`config.mk`:
```
export PLATFORM = sky130hd
export DESIGN_NAME = led_bank_arbiter
export DESIGN_NICKNAME = d
export VERILOG_FILES = /design/src/rtl/led_arb_pkg.sv /design/src/rtl/led_bank_arbiter_sw_debounce.sv /design/src/rtl/led_bank_arbiter.sv
export SDC_FILE = /design/constraint.sdc
export NUM_CORES = 1
export LEC_CHECK = 0
export BUFFER_PORTS_ARGS = -buffer_cell sky130_fd_sc_hd__buf_2
export CORE_ASPECT_RATIO = 2
export CORE_MARGIN = 2
export CORE_UTILIZATION = 50
export DETAILED_ROUTE_END_ITERATION = 10
export GPL_ROUTABILITY_DRIVEN = 0
export PLACE_DENSITY = 0.77
export SLEW_MARGIN = 0
export SYNTH_ARGS = -nofsm -noshare
export SYNTH_HDL_FRONTEND = slang
export SYNTH_SLANG_ARGS = --single-unit
```
`constraint.sdc`:
```
create_clock -name MAX10_CLK1_50 -period 4.1 [get_ports MAX10_CLK1_50]
set_input_delay 0.41 -clock MAX10_CLK1_50 [delete_from_list [all_inputs] [get_ports MAX10_CLK1_50]]
set_output_delay 0.41 -clock MAX10_CLK1_50 [all_outputs]
set_load 0.005 [all_outputs]
```
`src/rtl/led_arb_pkg.sv`:
```
`default_nettype none
// ============================================================================
// Module   : led_arb_pkg
// Purpose  : Shared types and helpers for the LED bank arbiter.
// Revision : 1.0 - initial release
// ============================================================================
package led_arb_pkg;

  typedef enum logic [1:0] {
    IDLE = 2'd0,
    OWN  = 2'd1,
    GAP  = 2'd2
  } arb_state_e;

  localparam int MAX_REQ   = 8;
  localparam int REQ_IDX_W = 3;

  // Counter width able to hold 0..n-1, never narrower than one bit.
  function automatic int cnt_width(input int n);
    return (n > 1) ? $clog2(n) : 1;
  endfunction

  // First set bit strictly after 'last', wrapping modulo n.
  function automatic logic [REQ_IDX_W-1:0] rr_next(
    input logic [MAX_REQ-1:0]   req,
    input logic [REQ_IDX_W-1:0] last,
    input int                   n
  );
    logic [REQ_IDX_W-1:0] pick;
    logic                 found;
    int                   idx;
    pick  = '0;
    found = 1'b0;
    for (int k = 1; k <= MAX_REQ; k++) begin
      idx = (int'(last) + k) % n;
      if (k <= n && !found && req[idx[REQ_IDX_W-1:0]]) begin
        pick  = idx[REQ_IDX_W-1:0];
        found = 1'b1;
      end
    end
    return pick;
  endfunction

endpackage
`default_nettype wire

```
`src/rtl/led_bank_arbiter_sw_debounce.sv`:
```
`default_nettype none
// ============================================================================
// Module   : sw_debounce
// Purpose  : One-bit two-flop synchronizer followed by a stability counter.
// Revision : 1.0 - initial release
// ============================================================================
module sw_debounce
  import led_arb_pkg::*;
#(
  parameter int DB_CYCLES = 500000
) (
  input  logic clk,
  input  logic rst,
  input  logic sw_in,
  output logic sw_db
);

  localparam int CW = cnt_width(DB_CYCLES);

  logic          sync1_q, sync1_d;
  logic          sync2_q, sync2_d;
  logic          db_q, db_d;
  logic [CW-1:0] cnt_q, cnt_d;

  always_comb begin
    sync1_d = sw_in;
    sync2_d = sync1_q;
    db_d    = db_q;
    cnt_d   = '0;
    if (sync2_q != db_q) begin
      if (cnt_q == CW'(DB_CYCLES - 1)) begin
        db_d = sync2_q;
      end else begin
        cnt_d = cnt_q + 1'b1;
      end
    end
  end

  always_ff @(posedge clk or posedge rst) begin
    if (rst) begin
      sync1_q <= 1'b0;
      sync2_q <= 1'b0;
      db_q    <= 1'b0;
      cnt_q   <= '0;
    end else begin
      sync1_q <= sync1_d;
      sync2_q <= sync2_d;
      db_q    <= db_d;
      cnt_q   <= cnt_d;
    end
  end

  assign sw_db = db_q;

endmodule
`default_nettype wire

```
`src/rtl/led_bank_arbiter.sv`:
```
`default_nettype none
// ============================================================================
// Module   : led_bank_arbiter
// Purpose  : Round-robin, time-quantum sharing of the LED bank plus switch
//            debouncing. Optional switch override: LED_ARB_SW_OVERRIDE_EN.
// Revision : 1.0 - initial release
// ============================================================================
module led_bank_arbiter
  import led_arb_pkg::*;
#(
  parameter int NUM_REQ        = 3,
  parameter int LED_W          = 2,
  parameter int SW_W           = 2,
  parameter int DB_CYCLES      = 500000,
  parameter int QUANTUM_CYCLES = 5000000
) (
  input  logic                     MAX10_CLK1_50,
  input  logic                     reset_reset,
  input  logic [SW_W-1:0]          SW,
  output logic [SW_W-1:0]          sw_db,
  input  logic [NUM_REQ-1:0]       req,
  input  logic [NUM_REQ*LED_W-1:0] led_data,
  output logic [NUM_REQ-1:0]       grant,
  output logic                     owner_valid,
  output logic                     preempt,
  output logic [LED_W-1:0]         LEDR
);

  localparam int IDX_W = cnt_width(NUM_REQ);
  localparam int QW    = cnt_width(QUANTUM_CYCLES);

  for (genvar i = 0; i < SW_W; i++) begin : g_sw_db
    sw_debounce #(
      .DB_CYCLES (DB_CYCLES)
    ) u_db (
      .clk   (MAX10_CLK1_50),
      .rst   (reset_reset),
      .sw_in (SW[i]),
      .sw_db (sw_db[i])
    );
  end

  arb_state_e         state_q, state_d;
  logic [NUM_REQ-1:0] grant_q, grant_d;
  logic [IDX_W-1:0]   owner_q, owner_d;
  logic [IDX_W-1:0]   last_q, last_d;
  logic [QW-1:0]      qcnt_q, qcnt_d;
  logic               preempt_q, preempt_d;
  logic [LED_W-1:0]   ledr_q, ledr_d;
  logic               contended;
  logic [LED_W-1:0]   owner_led;

`ifdef LED_ARB_SW_OVERRIDE_EN
  logic [SW_W+LED_W-1:0] sw_ext;
  assign sw_ext = {{LED_W{1'b0}}, sw_db};
`endif

  assign owner_led = led_data[int'(owner_q)*LED_W +: LED_W];

  always_comb begin
    state_d   = state_q;
    grant_d   = grant_q;
    owner_d   = owner_q;
    last_d    = last_q;
    qcnt_d    = qcnt_q;
    preempt_d = 1'b0;
    ledr_d    = '0;
    contended = |(req & ~grant_q);
    case (state_q)
      IDLE: begin
        if (|req) begin
          owner_d          = IDX_W'(rr_next(MAX_REQ'(req), REQ_IDX_W'(last_q), NUM_REQ));
          grant_d          = '0;
          grant_d[owner_d] = 1'b1;
          qcnt_d           = '0;
          state_d          = OWN;
        end
      end
      OWN: begin
        // A dropped request wins over a simultaneous quantum expiry.
        if (!req[owner_q]) begin
          grant_d = '0;
          last_d  = owner_q;
          qcnt_d  = '0;
          state_d = GAP;
        end else if (contended && qcnt_q == QW'(QUANTUM_CYCLES - 1)) begin
          preempt_d = 1'b1;
          grant_d   = '0;
          last_d    = owner_q;
          qcnt_d    = '0;
          state_d   = GAP;
        end else begin
          ledr_d = owner_led;
          qcnt_d = contended ? qcnt_q + 1'b1 : '0;
        end
      end
      GAP: begin
        state_d = IDLE;
      end
      default: begin
        grant_d = '0;
        state_d = IDLE;
      end
    endcase
`ifdef LED_ARB_SW_OVERRIDE_EN
    // Switch override freezes arbitration and shows the switches instead.
    if (sw_db[SW_W-1]) begin
      state_d   = state_q;
      grant_d   = grant_q;
      owner_d   = owner_q;
      last_d    = last_q;
      qcnt_d    = qcnt_q;
      preempt_d = 1'b0;
      ledr_d    = sw_ext[LED_W-1:0];
    end
`endif
  end

  always_ff @(posedge MAX10_CLK1_50 or posedge reset_reset) begin
    if (reset_reset) begin
      state_q   <= IDLE;
      grant_q   <= '0;
      owner_q   <= '0;
      last_q    <= IDX_W'(NUM_REQ - 1);
      qcnt_q    <= '0;
      preempt_q <= 1'b0;
      ledr_q    <= '0;
    end else begin
      state_q   <= state_d;
      grant_q   <= grant_d;
      owner_q   <= owner_d;
      last_q    <= last_d;
      qcnt_q    <= qcnt_d;
      preempt_q <= preempt_d;
      ledr_q    <= ledr_d;
    end
  end

  assign grant       = grant_q;
  assign owner_valid = |grant_q;
  assign preempt     = preempt_q;
  assign LEDR        = ledr_q;

endmodule
`default_nettype wire

```
---- Word level (Yosys, flattened, before mapping) ----
Cells that the tools add are included.
operators by class
  add/subtract/negate cells ............... 6
  divide/modulo/power cells ............... 3
  magnitude comparators ................... 6
  equal/unequal tests ..................... 10
  shift operators ......................... 1
  muxes and demuxes ....................... 46
  bitwise logic cells ..................... 3
  reductions and logical operators ........ 18
operator list
  kind                   count
  $mod 32x3->32 const B  3
  $mux 23                4
  $mux 19                4
  $pmux 23 s2            1
  $add 19x1->19 const B  2
  $eq 19x19->1 const B   2
  $mux 2                 13
  $add 23x1->23 const B  1
  $eq 23x23->1 const B   1
  $mux 1                 14
  $lt 3x4->1 const B     3
  $reduce_and 2->1       6
  $bmux 1 s3             3
  $mux 3                 3
  $pmux 3 s3             1
  $reduce_or 3->1        3
  $add 2x2->3 const B    2
  $lt 2x3->1 const B     2
  $shiftx 6x4->2         1
  $logic_and 1x1->1      4
  $pmux 2 s2             1
  $add 2x1->3 const B    1
  $and 3x3->3            1
  $ne 3x3->1 const B     1
  14 further kinds       16
word-level totals
  register bits after elaboration ......... 79
  output and inout bits ................... 9
  logic and storage cells ................. 108

---- Longest topological paths before layout ----
Gate-level depths: netlist of run 1.
  depth after elaboration ................. 23
  depth in mapped cells ................... 9

---- By module ----
A second synthesis of run 1 with hierarchy kept.
second synthesis, totals
  cells, all modules ...................... 420
  area total of the unflattened synthesis .. 4247.8 µm²
by module, submodules not included
  module            instances  cells each  area an instance (µm²)  sequential area each (µm²)
  sw_debounce       2          103         1091.0                  550.5
  led_bank_arbiter  1          214         2065.7                  877.1

---- Worst setup path after synthesis of run 1 ----
No wires, ideal clock.
  path kind ............................... register -> register
  from .................................... register last_q[1]
  to ...................................... register grant_q[1] (netlist: grant[1])
  arrival ................................. 2.111 ns
  required time ........................... 3.974 ns
  setup slack ............................. 1.863 ns
  cell stages (with the launch flop) ...... 10
  cell sequence ........................... dfstp_2 inv_1 ha_1 clkbuf_1 a21boi_0 a211o_1 and4_1 a21oi_1 a211o_1 o21ai_0
on the way
  word-level cells in the longest chain between the ends .. 23
ends and longest elaborated chain
  item                                                                   line                     source
  from (decl)                                                            led_bank_arbiter.sv:46   logic [IDX_W-1:0] last_q, last_d;
  from (signal assigned)                                                 led_bank_arbiter.sv:124  last_q <= IDX_W'(NUM_REQ - 1);
  from (signal assigned)                                                 led_bank_arbiter.sv:132  last_q <= last_d;
  $add 2x1->3                                                            led_arb_pkg.sv:35        idx = (int'(last) + k) % n;
  $mod 32x3->32                                                          led_arb_pkg.sv:35
  $bmux 1 s3                                                             led_arb_pkg.sv:36        if (k <= n && !found && req[idx[REQ_IDX_W-1:0]]) begin
  $mux 1 (not written as such)                                           led_arb_pkg.sv:36
  $mux 1                                                                 led_arb_pkg.sv:36
  $mux 1                                                                 led_bank_arbiter.sv:71   if (|req) begin
  $mux 1                                                                 led_bank_arbiter.sv:69   case (state_q)
  $logic_not 1->1                                                        led_arb_pkg.sv:36
  [7 not listed]                                                         -
  $mux 2 *                                                               led_bank_arbiter.sv:71
  $mux 2 *                                                               led_bank_arbiter.sv:69
  $lt 2x3->1 (not written as such) / $ge 2x1->1 (equally long branches)  led_bank_arbiter.sv:74   grant_d[owner_d] = 1'b1;
  $logic_and 1x1->1 (not written as such)                                led_bank_arbiter.sv:74
  $mux 1 (not written as such)                                           led_bank_arbiter.sv:74
  $demux 1 s2 *                                                          led_bank_arbiter.sv:74
  $mux 3 *                                                               led_bank_arbiter.sv:71
  $pmux 3 s3 *                                                           led_bank_arbiter.sv:69
  to (signal assigned)                                                   led_bank_arbiter.sv:130  grant_q <= grant_d;
  to (decl)                                                              led_bank_arbiter.sv:44   logic [NUM_REQ-1:0] grant_q, grant_d;
Every way passes the cells marked *; elsewhere a longest branch is shown, timed or not. The select of a mux whose other input is x is not followed.
A chain may end at the register's enable or synchronous reset.

---- Final worst setup path of run 1 ----
  from .................................... register qcnt_q[0]
  to ...................................... register qcnt_q[17]
on the way
  word-level cells in the longest chain between the ends .. 5
ends and longest elaborated chain
  item                                                  line                                            source
  from (decl)                                           led_bank_arbiter.sv:47                          logic [QW-1:0] qcnt_q, qcnt_d;
  from (signal assigned)                                led_bank_arbiter.sv:133                         qcnt_q <= qcnt_d;
  $add 23x1->23 / $eq 23x23->1 (equally long branches)  led_bank_arbiter.sv:94, led_bank_arbiter.sv:86
  $mux 23 / $logic_and 1x1->1 (equally long branches)   led_bank_arbiter.sv:94, led_bank_arbiter.sv:86
  $mux 23 *                                             led_bank_arbiter.sv:86                          end else if (contended && qcnt_q == QW'(QUANTUM_CYCLES - 1)) begin
  $mux 23 *                                             led_bank_arbiter.sv:81                          if (!req[owner_q]) begin
  $pmux 23 s2 *                                         led_bank_arbiter.sv:69
Every way passes the cells marked *; elsewhere a longest branch is shown, timed or not.

==> results of run 1 <==
cell type report:
cell class,instances,share of cell area [%]
multi-input cells,327,43.9
flip-flops and latches,79,43.3
clock buffers,9,4.93
well taps,96,2.63
repair buffers,22,2.46
inverters,21,1.73
clock inverters,7,1.04
worst reg2reg max path: stages (launching register included):
cell     delay (ns)
dfrtp_1        0.40
ha_1           0.22
nand3_1        0.15
or2_2          0.38
nor4_4         0.45
nor2_2         0.19
nor2_2         0.41
nor2_1         0.11
metrics by stage:
| stage | instances | cell area (sq um) | hold WS [ns] | power, mW | worst slack, ns |
|---|---|---|---|---|---|
| global route | 561 | 4570 | 0.173 | 2.28 | 1.39 |
| finish | 561 | 4570 | 0.181 | 2.15 | 1.66 |
| floorplan | 438 | 4130 | 0.331 | 1.31 | 1.67 |
| CTS | 561 | 4570 | 0.172 | 2.16 | 1.64 |
| detailed placement | 545 | 4300 | 0.350 | 1.43 | 1.67 |
| global placement | 545 | 4300 | 0.334 | 1.41 | 1.77 |
state kept, by name, indices dropped and copies added, names as in the netlist:
| register | count |
|---|---|
| last_q | 2 |
| owner_q | 2 |
| g_sw_db.u_db.sync1_q | 2 |
| grant | 3 |
| state_q | 2 |
| LEDR | 2 |
| preempt | 1 |
| g_sw_db.u_db.sw_db | 2 |
| qcnt_q | 23 |
| g_sw_db.u_db.sync2_q | 2 |
| g_sw_db.u_db.cnt_q | 38 |
final timing paths:
| path | startpoint | to | depth (start not counted) |
|---|---|---|---|
| min | SW[0] | g_sw_db[0].u_db.sync1_q | 1 |
| max in group asynchronous | reset_reset | qcnt_q[21] | 3 |
| max reg2reg | qcnt_q[0] | qcnt_q[17] | 7 |
| min in group asynchronous | reset_reset | last_q[0] | 2 |
| max | qcnt_q[0] | qcnt_q[17] | 7 |
| min reg2reg | g_sw_db[1].u_db.sync1_q | g_sw_db[1].u_db.sync2_q | 0 |
cells in the final DEF (no fill, tap or decap), drive strengths merged, types with 11 or more instances in the layout:
cell type  synthesis  final
dfrtp             78     78
nor2              78     78
nand2             36     36
xnor2             31     31
nand3             29     29
buf                6     22
inv               21     22
xor2              18     18
nor3              16     16
o21ai             13     13
nand4             12     12
a21oi             11     11
ha                11     11
logic make-up after synthesis:
logic type | share of synthesized area [%]
compound gates | 6.06
xor+xnor | 10.4
fa+ha+maj | 3.34
buf+inv | 3.43
flops | 47.9
mux | 2.82
simple gates | 26.0
power groups by stage:
stage	clock, mW	sequential, mW	combinational [mW]
after global placement	0	0.917	0.495
after global routing	0.782	0.917	0.580
after detailed placement	0	0.919	0.513
final	0.722	0.908	0.515
after CTS	0.740	0.907	0.515
after floorplan	0	0.898	0.408
metal layers:
metal | vias to the layer above | track usage [%] | part of all wire, %
met5 | - | 0 | 0
met4 | 0 | 10.2 | 2.1
met3 | 15 | 4.42 | 2.8
met2 | 75 | 37.4 | 58
met1 | 1586 | 21.8 | 37
li1 | 1539 | - | -
==> summary.md, run 1 <==
| Metric | Value |
|---|---|
| Outcome | `finished clean` |
| GRT overflow | `0` |
| Maximum buffer depth of the clock tree | `2` |
| Max_cap viols | `0` |
| Initial core utilization | `~52%` |
| # setup viols final | `0` |
| Area of the multi-input gates | `2010 sq um` |
| Main area contributors after synthesis | `dfrtp_1, nor2_1, xnor2_1` |
| Via/cell ratio | `~5.7` |
| Synthesized area | `approximately 4100 sq um` |
| Post-DP HPWL | `slightly above 6000 microns` |
| Die Height | `~130 microns` |
| Most used flip-flop cell after synthesis | `dfrtp_1` |
| Pleak | `slightly below 2 nW` |
| Ys Warns | `0` |
| Setup TNS | `0 ns` |
| Clk network pwr share | `between 30% and 40%` |
| Fin util | `between 50% and 60%` |
| Nets | `between 400 and 500` |
| Avg Cell Area, Syn | `approximately 9.4 sq um` |
| Vias in the first global route | `3,329` |
| Die X | `around 68 microns` |
| Switch share | `32.4%` |
| Setup bufs post-CTS | `0` |
| Synth Instances | `roughly 440` |
| Critical path's most frequent cell | `nor2_2` |
| Slowest CP cell | `nor4_4` |
| Internal power | `1.45 mW` |
| Layout cells sized above 1 | `between 10% and 20%` |
| N_diodes | `0` |
| Synth area leader | `dfrtp_1` |
| VDD IR-drop max | `~0.34 mV` |
| Synth Net Count | `between 400 and 500` |
| Reg area | `1980 sq um` |
| EDFF count, synth | `0` |
| Hold_buf cts | `0` |
| Slew @ Worst Pin | `about 1 ns` |
| H-Tree Depth | `3` |
| Final min period | `2.44 ns` |
| First-pass GRT wire length | `between 10,000 and 15,000 microns` |
| First-pass DRT Iterations | `4` |
| RSZ-0062 raised after global routing | `no` |
| Post-CTS Resized | `0` |
| Sequential share of power | `between 40% and 50%` |
| Critical Path, Cell by Cell | `ha_1 > nand3_1 > or2_2 > nor4_4 > nor2_2 > nor2_2 > nor2_1` |
| Largest net degree at the start of global routing | `50` |
| Final ANT Viol Nets | `0` |
| Max-slew violations | `0` |
| CTS tree | `done` |
| Die area | `~9000 sq um` |
| Yosys top cell area share | `between 40% and 50%` |
| Crit path arrival time | `2.63 ns` |
| Hold WC Path Type | `in -> reg` |
| Tot GR Track Use | `a little over a fifth` |
| Rows | `46` |
| Max Clk Rate | `just over 0.4 GHz` |
| Comb power frac | `approximately a quarter` |
| Asr flop ratio synth | `100%` |
| Max incr delay on CP | `0.45 ns` |
| Port Buf Inserts | `21` |
| # IOs | `22` |
| Core ar. | `~7900 sq um` |
| Crit end category | `flip-flop` |
| Switching power | `a little under 700 uW` |
| Tcrit/Tclk final | `around 60%` |
| Max Clock Skew | `0.00654 ns` |
| Pwr dens | `between 400 and 500 nW/um^2` |
| Most instantiated cells after synthesis | `dfrtp_1, nor2_1, nand2_1, xnor2_1, nand3_1` |
| Cts bufs inserted | `9` |
| Critical path class | `reg -> reg` |
| Drt drc | `0` |
| Required @ worst endpoint | `around 4.3 ns` |
| Skew-Pair Late Insertion Delay | `0.33 ns` |
| Vias | `between 3,000 and 4,000` |
| Final hold violations | `0` |
| WL final | `about 8500 microns` |
| Buf+Inv Stages, Crit Path | `0` |
| Reg2Reg Setup Slack | `roughly 1.7 ns` |
| Synth Register Bits | `slightly below 80` |
| Dominant cell by count in the synthesized netlist | `dfrtp_1` |
| Initial DRC Count | `281` |
| Startpoint class of the critical path | `flip-flop` |
| Rel. slew slack | `approximately 33%` |
| Critical-path maximum fanout | `12` |
| WL/cell | `around 15 microns` |
| Worst-path clk slew | `0.06 ns` |
| Initial antenna violation count | `0` |
| Number of library cell types mapped by synthesis | `50` |
| Seq/Total Area, Yosys | `47.9%` |
| Clock root buffer | `clkbuf_16` |
| Fill count | `around 690` |
| Num Clock Sinks | `between 70 and 80` |
| Synth-to-layout area growth | `10.7%` |
| Family with the most delay on the worst path | `simple AND/OR/NAND/NOR gates` |
Power figures use the tool's default switching activity.
==> run 2, diff against run 1 <==
PLACE_DENSITY = 0.8   (was 0.77)
clock period = 2.1 ns   (was 4.1 ns; I/O delays follow)
==> run 2 against run 1 <==
  * The run now ends with setup timing left
  * Total power is 120% higher
  * Utilization is 4.8 points higher
  * Sequential share of layout area is 3.3 points lower
  * Clock-buffer cell count is 2 higher
  * Hold slack worse by 0.060 ns
  * Routed wire length is 7.6% higher
  * Register-to-register slack worse by 1.8 ns
  * First-iteration DRC count is 44% lower
  * Setup slack worse by 1.8 ns
  * Largest cell class unchanged
==> summary.md, run 2 (synthesis gave the netlist of run 1 again) <==
| Metric | Value |
|---|---|
| Initial core utilization | `52.0% (unchanged)` |
| Most frequent cells in the layout | `dfrtp_1, nor2_1, nand2_1` |
| Initial antenna violation count | `0 (unchanged)` |
| Final hold violations | `0 (unchanged)` |
| Post-DP HPWL | `6380 microns (+3.0%)` |
| RSZ-0062 raised after global routing | `yes` |
| Area of the multi-input gates | `2080 sq um (+3.6%)` |
| First-pass GRT wire length | `15,200 microns (+4.3%)` |
| Num Clock Sinks | `79 (unchanged)` |
| Required @ worst endpoint | `2.33 ns (-1.97 ns)` |
| Family with the most delay on the worst path | `flip-flops` |
| Crit end category | `flip-flop` |
| Failing checks | `setup timing` |
| Rows | `46 (unchanged)` |
| Hold Path Depth | `3 (+2)` |
| Critical path class | `reg -> reg` |
| Vias in the first global route | `3,400 (+2.1%)` |
| Worst-path clk slew | `0.06 ns (about the same)` |
| Nets | `513 (+6.0%)` |
| Largest register by flop count | `g_sw_db.u_db.cnt_q` |
| Post-Layout Cell Count | `590 (+5.2%)` |
| Reg2Reg Setup Slack | `-0.11 ns (-1.78 ns)` |
| Placed cells | `566 (+3.9%)` |
| Worst Hold End | `LEDR[0]` |
| Max-slew violations | `0 (unchanged)` |
| Clock root buffer | `clkbuf_16` |
| Buf+Inv Stages, Crit Path | `1 (+1)` |
| Hold Path Origin | `led_data[4]` |
| Die Height | `132 microns (unchanged)` |
| Largest net degree at the start of global routing | `29 (-42%)` |
| Core ar. | `7940 sq um (unchanged)` |
| Maximum buffer depth of the clock tree | `2 (unchanged)` |
| Critical R2R Capture | `grant[2]` |
| Crit Reg-Reg Startpoint | `last_q[1]` |
| Startpoint class of the critical path | `flip-flop` |
| WL final | `9110 microns (+7.6%)` |
| Die area | `9040 sq um (unchanged)` |
| Vias | `3,342 (+4.0%)` |
| Reg area | `1980 sq um (about the same)` |
| Pleak | `2.14 nW (+8.6%)` |
| Slowest CP cell | `dfstp_2` |
| Fill count | `640 (-7.8%)` |
| Min setup slack post-route | `-0.115 ns (-1.78 ns)` |
| Slew @ Worst Pin | `0.688 ns (-0.309 ns)` |
| First-pass DRT Iterations | `4 (unchanged)` |
| Initial DRC Count | `156 (-44%)` |
| Outcome | `finished, violations left` |
| Final ANT Viol Nets | `0 (unchanged)` |
| Most common cell after layout, fill and taps aside | `dfrtp_1` |
| Final min period | `2.21 ns (-0.221 ns)` |
| Max reg flops | `38 (unchanged)` |
| # setup viols final | `4 (+4)` |
| Hold Slack | `0.121 ns (-0.0598 ns)` |
| H-Tree Depth | `3 (unchanged)` |
| Tot GR Track Use | `22.3% (+1.4 points)` |
| Cts bufs inserted | `9 (unchanged)` |
| Rel. slew slack | `54.2% (+21 points)` |
| Skew-Pair Late Insertion Delay | `0.34 ns (about the same)` |
| Die X | `68.2 microns (unchanged)` |
| VDD IR-drop max | `0.808 mV (+140%)` |
| Hold WC Path Type | `in -> reg` |
| R2R cell count | `8 (+1)` |
| Max_cap viols | `0 (unchanged)` |
| Tcrit/Tclk final | `105% (+46 points)` |
| CTS tree | `done` |
| Via/cell ratio | `5.66 (-1.2%)` |
| Max Clk Rate | `0.451 GHz (+10%)` |
| Critical Path, Cell by Cell | `inv_4 > ha_4 > mux2i_4 > a211o_1 > nand4_1 > mux2i_2 > nor2_2 > a21o_1` |
| Drt drc | `0 (unchanged)` |
| Layout cells sized above 1 | `20.2% (+8.0 points)` |
| Pwr dens | `960 nW/um^2 (+100%)` |
| Max incr delay on CP | `0.58 ns (+0.13 ns)` |
| Port Buf Inserts | `21 (unchanged)` |
| WL/cell | `15.4 microns (+2.3%)` |
| N_diodes | `0 (unchanged)` |
| Critical-path maximum fanout | `4 (-8)` |
| GRT overflow | `0 (unchanged)` |
| # IOs | `22 (unchanged)` |
| Synth-to-layout area growth | `19.9%` |
| Max Clock Skew | `0.00680 ns (+0.000258 ns)` |
| Crit path arrival time | `2.45 ns (-0.18 ns)` |
==> run 2: cell types whose count changed in the layout (fill, tap and decap cells not counted), sizes merged <==
cell / delta
buf: +26
clkbuf: +2
bufinv: +1
inv: -2
clkinv: -1
dlygate4sd3: +3
==> run 2: worst max-delay path by stage <==
stage / start / end / slack, ns / depth (start not counted)
6_report: last_q[1] / grant[2] / -0.11 / 8
5_1_grt: last_q[1] / grant[2] / -0.21 / 8
4_1_cts: last_q[1] / grant[2] / -0.07 / 8
3_5_place_dp: last_q[1] / grant[2] / -0.23 / 8
3_3_place_gp: last_q[1] / grant[1] / 0.002 / 8
2_1_floorplan: last_q[1] / grant[1] / -0.006 / 9
==> run 2: per-layer routing <==
metal	GRT usage [%]	vias to the layer above	routed length, microns
met4	12.1	0	342
met2	38.6	74	5090
met1	23.7	1635	3400
met3	5.36	32	276
met5	0	-	0
li1	-	1601	-
==> run 2: power breakdown <==
part | leakage, nW | internal [mW] | switching [mW]
sequential | 1.07 | 1.64 | 0.121
clock | 0.152 | 0.982 | 0.613
combinational | 0.916 | 0.634 | 0.761
==> run 2: tightest hold or removal path, cell delays in order <==
cell     delay, ns
buf_2         0.08
a21oi_1       0.05
nor2_1        0.08
==> run 2: layout make-up <==
| cell class | instances | area share [%] |
|---|---|---|
| Inverter | 21 | 1.72 |
| Tap cell | 96 | 2.43 |
| Clock buffer | 11 | 5.11 |
| Timing Repair Buffer | 51 | 7.59 |
| Sequential cell | 79 | 40.0 |
| Clock inverter | 5 | 1.14 |
| Multi-Input combinational cell | 327 | 42.0 |
==> run 2: through the flow <==
| stage | util, % | area, sq um | power (mW) | setup TNS, ns | worst slack [ns] |
|---|---|---|---|---|---|
| 2_1_floorplan | - | 4140 | 2.59 | -0.00553 | -0.00553 |
| 3_3_place_gp | 56.6 | 4500 | 2.90 | 0 | 0.00210 |
| 3_5_place_dp | 56.6 | 4500 | 2.97 | -0.752 | -0.228 |
| 4_1_cts | 61.7 | 4900 | 4.72 | -0.155 | -0.0672 |
| 5_1_grt | 62.3 | 4950 | 4.99 | -0.747 | -0.205 |
| 6_report | 62.3 | 4950 | 4.75 | -0.315 | -0.115 |
==> run 2: repair_timing <==
item / in CTS / in global routing
hold endpoints to repair: 26 / 0
gates resized for setup: 10 / 16
buffers inserted: 3 / 2
pin swaps: 6 / 12
hold buffers: 3 / 0
endpoints found under the setup margin: 7 / 17
==> run 3, diff against run 2 <==
ABC_AREA = 1   (was unset)
CELL_PAD_IN_SITES_DETAIL_PLACEMENT = 0   (was unset)
CELL_PAD_IN_SITES_GLOBAL_PLACEMENT = 2   (was unset)
CORE_UTILIZATION = 33   (was 50)
PLACE_DENSITY = 0.85   (was 0.8)
RECOVER_POWER = 25   (was unset)
==> run 3 against run 2 <==
  * The flow now finishes without violations
  * Global-route usage is 5.1 points lower
  * Clock-buffer cell count is 1 lower
  * Critical path depth is 3 higher
  * Final area is 11% higher
  * Area after synthesis is 16% higher
  * Fmax is 18% higher
  * Utilization is 24 points lower
  * Largest power group is now clock
  * Critical endpoint is now owner_q[1]
==> summary.md, run 3 <==
| Metric | Value |
|---|---|
| Synth area leader | `dfrtp_1` |
| GRT overflow | `0 (unchanged)` |
| Highest metal used | `met4` |
| Max Clock Skew | `0.0118 ns (+0.00497 ns)` |
| Dpl ws | `0.120 ns (+0.348 ns)` |
| Pwr dens | `887 nW/um^2 (-7.6%)` |
| Hold WC Path Type | `in -> reg` |
| Rel. slew slack | `14.8% (-39 points)` |
| Tot GR Track Use | `17.2% (-5.1 points)` |
| Setup TNS | `0 ns (+0.315 ns)` |
| Core ar. | `14,300 sq um (+80%)` |
| Main area contributors after synthesis | `dfrtp_1, nand2_1, inv_1` |
| Initial antenna violation count | `0 (unchanged)` |
| EDFF count, synth | `0 (unchanged)` |
| Startpoint class of the critical path | `flip-flop` |
| Vias in the first global route | `4,402 (+29%)` |
| Max reg flops | `38 (unchanged)` |
| Crit end category | `flip-flop` |
| Min setup slack post-route | `0.216 ns (+0.330 ns)` |
| Max-slew violations | `0 (unchanged)` |
| Cts bufs inserted | `9 (unchanged)` |
| Asr flop ratio synth | `100% (unchanged)` |
| Outcome | `finished clean` |
| Largest register by flop count | `g_sw_db.u_db.cnt_q` |
| H-Tree Depth | `3 (unchanged)` |
| Via/cell ratio | `4.93 (-13%)` |
| WL/cell | `14.3 microns (-7.6%)` |
| Pleak | `2.45 nW (+14%)` |
| First-pass GRT wire length | `20,800 microns (+37%)` |
| Dominant cell by count in the synthesized netlist | `nand2_1` |
| Die area | `15,500 sq um (+72%)` |
| Seq/Total Area, Yosys | `41.3% (-6.6 points)` |
| Family with the most delay on the worst path | `simple AND/OR/NAND/NOR gates` |
| Most common cell after layout, fill and taps aside | `nand2_1` |
| Final hold violations | `0 (unchanged)` |
| Largest net degree at the start of global routing | `28 (-3.4%)` |
| Number of library cell types mapped by synthesis | `46 (-8.0%)` |
| Nets | `672 (+31%)` |
| # IOs | `22 (unchanged)` |
| Synth Instances | `615 (+40%)` |
| Max incr delay on CP | `0.58 ns (about the same)` |
| Setup bufs post-CTS | `0 (-3)` |
| Critical-path maximum fanout | `6 (+2)` |
| Num Clock Sinks | `79 (unchanged)` |
| Die Height | `174 microns (+32%)` |
| Final ANT Viol Nets | `0 (unchanged)` |
| Critical Path, Cell by Cell | `inv_1 > ha_4 > nand2_1 > nand2_1 > nand2_1 > nor2_2 > nor2_1 > nand3_1 > nand3_1 > nand2_1 > o21ai_0` |
| Critical path's most frequent cell | `nand2_1` |
| Worst-path clk slew | `0.06 ns (about the same)` |
| Met1 wire length | `4370 microns (+28%)` |
| Die X | `89.1 microns (+31%)` |
| CTS tree | `done` |
| Port Buf Inserts | `21 (unchanged)` |
| Clock root buffer | `clkbuf_16` |
| Yosys top cell area share | `40.8% (-6.5 points)` |
| WL final | `12,100 microns (+32%)` |
| Critical path class | `reg -> reg` |
| Met2 wire len | `6920 microns (+36%)` |
| Rows | `62 (+35%)` |
| Final min period | `1.88 ns (-0.330 ns)` |
| Buf+Inv Stages, Crit Path | `1 (unchanged)` |
| Skew-Pair Late Insertion Delay | `0.35 ns (about the same)` |
| Slowest CP cell | `dfstp_2` |
| Slew @ Worst Pin | `1.27 ns (+0.584 ns)` |
| Max Clk Rate | `0.531 GHz (+18%)` |
| Most instantiated cells after synthesis | `nand2_1, inv_1, dfrtp_1, nor2_1, nand3_1` |
| Ys Warns | `0 (unchanged)` |
| Synth Net Count | `639 (+38%)` |
| Layout cells sized above 1 | `16.2% (-4.0 points)` |
| Drt drc | `0 (unchanged)` |
| First-pass DRT Iterations | `4 (unchanged)` |
| Most used flip-flop cell after synthesis | `dfrtp_1` |
| Maximum buffer depth of the clock tree | `2 (unchanged)` |
| VDD IR-drop max | `0.357 mV (-56%)` |
| DP Area | `5140 sq um (+14%)` |
| Synthesized area | `4780 sq um (+16%)` |
| Design Area, Final | `5510 sq um (+11%)` |
| Avg Cell Area, Syn | `7.78 sq um (-17%)` |
| N_diodes | `0 (unchanged)` |
| Required @ worst endpoint | `2.31 ns (-0.02 ns)` |
| Post-DP HPWL | `9450 microns (+48%)` |
| Power Total | `4.89 mW (+2.9%)` |
| Synth-to-layout area growth | `15.1%` |
| Tcrit/Tclk final | `89.7% (-16 points)` |
| Crit path arrival time | `2.09 ns (-0.36 ns)` |
| Initial core utilization | `33.5% (-18 points)` |
| Most frequent cells in the layout | `nand2_1, inv_1, dfrtp_1` |
| Vias | `4,167 (+25%)` |
| Initial DRC Count | `175 (+12%)` |
| Synth Register Bits | `79 (unchanged)` |
| Routed met3 length | `238 microns (-14%)` |
| Max_cap viols | `0 (unchanged)` |
| # setup viols final | `0 (-4)` |
==> run 3: cell types whose count changed after synthesis, sizes merged, moves of 5 or more <==
cell,delta
and4,-6
clkbuf,-5
inv,+69
mux2i,-6
nand2,+91
nand3,+22
nand4,+27
nor2,+26
nor3,+7
o21ai,+9
or3,-5
xnor2,-29
==> run 3: stage by stage <==
stage / hold slack [ns] / instances / util, %
global route: 0.162 / 845 / 38.6
floorplan: 0.241 / 615 / -
CTS: 0.130 / 845 / 38.6
global placement: 0.318 / 826 / 36.0
detailed placement: 0.321 / 826 / 36.0
finish: 0.145 / 845 / 38.6
==> run 3: final cells by class <==
| class | instances | area, sq um |
|---|---|---|
| repair buffers | 28 | 170 |
| clock inverters | 6 | 116 |
| clock buffers | 10 | 229 |
| multi-input cells | 438 | 2430 |
| flip-flops and latches | 79 | 1980 |
| inverters | 92 | 349 |
| fillers | 1566 | 8760 |
| well taps | 192 | 240 |
==> run 3: where the power goes <==
part           leakage [nW]  internal, mW  switching (mW)  total (mW)
clock network         0.168          1.17           0.665        1.84
logic                  1.21         0.386           0.921        1.31
registers              1.08          1.64           0.105        1.74
==> run 3: cell families (layout without fill, tap and decap cells) <==
group           after synthesis  count (layout)  synth area share, %
buf+inv                      98             136                 8.26
xor+xnor                     20              20                 3.66
simple gates                357             357                 37.4
compound gates               49              49                 6.17
mux                           1               1                0.235
fa+ha+maj                    11              11                 2.88
flops                        79              79                 41.3
==> run 3: routing by layer <==
| layer | vias up | GRT usage (%) |
|---|---|---|
| met4 | 0 | 8.96 |
| met5 | - | 0 |
| met3 | 40 | 2.94 |
| met2 | 81 | 31.9 |
| li1 | 2068 | - |
| met1 | 1978 | 17.4 |
==> run 3: worst register-to-register path: stages, from the launching register on <==
cell	delay, ns
dfstp_2	0.58
inv_1	0.12
ha_4	0.32
nand2_1	0.05
nand2_1	0.07
nand2_1	0.06
nor2_2	0.14
nor2_1	0.08
nand3_1	0.09
nand3_1	0.07
nand2_1	0.07
o21ai_0	0.09
==> run 3: what timing repair did <==
item | 4_1_cts | 5_1_grt
gates resized for setup | 0 | 3
hold endpoints to repair | 26 | 0
hold buffers | 3 | 0
setup endpoints to repair | 0 | 5
==> run 3: final timing paths <==
path,start,end,slack (ns),cells past startpoint
min in group asynchronous,reset_reset,g_sw_db[0].u_db.cnt_q[11],0.68,3
hold reg to reg,g_sw_db[1].u_db.sync1_q,g_sw_db[1].u_db.sync2_q,0.36,0
hold / removal,led_data[4],LEDR[0],0.14,3
max in group asynchronous,reset_reset,last_q[1],0.39,4
setup reg to reg,last_q[1],owner_q[1],0.22,11
setup / recovery,last_q[1],owner_q[1],0.22,11
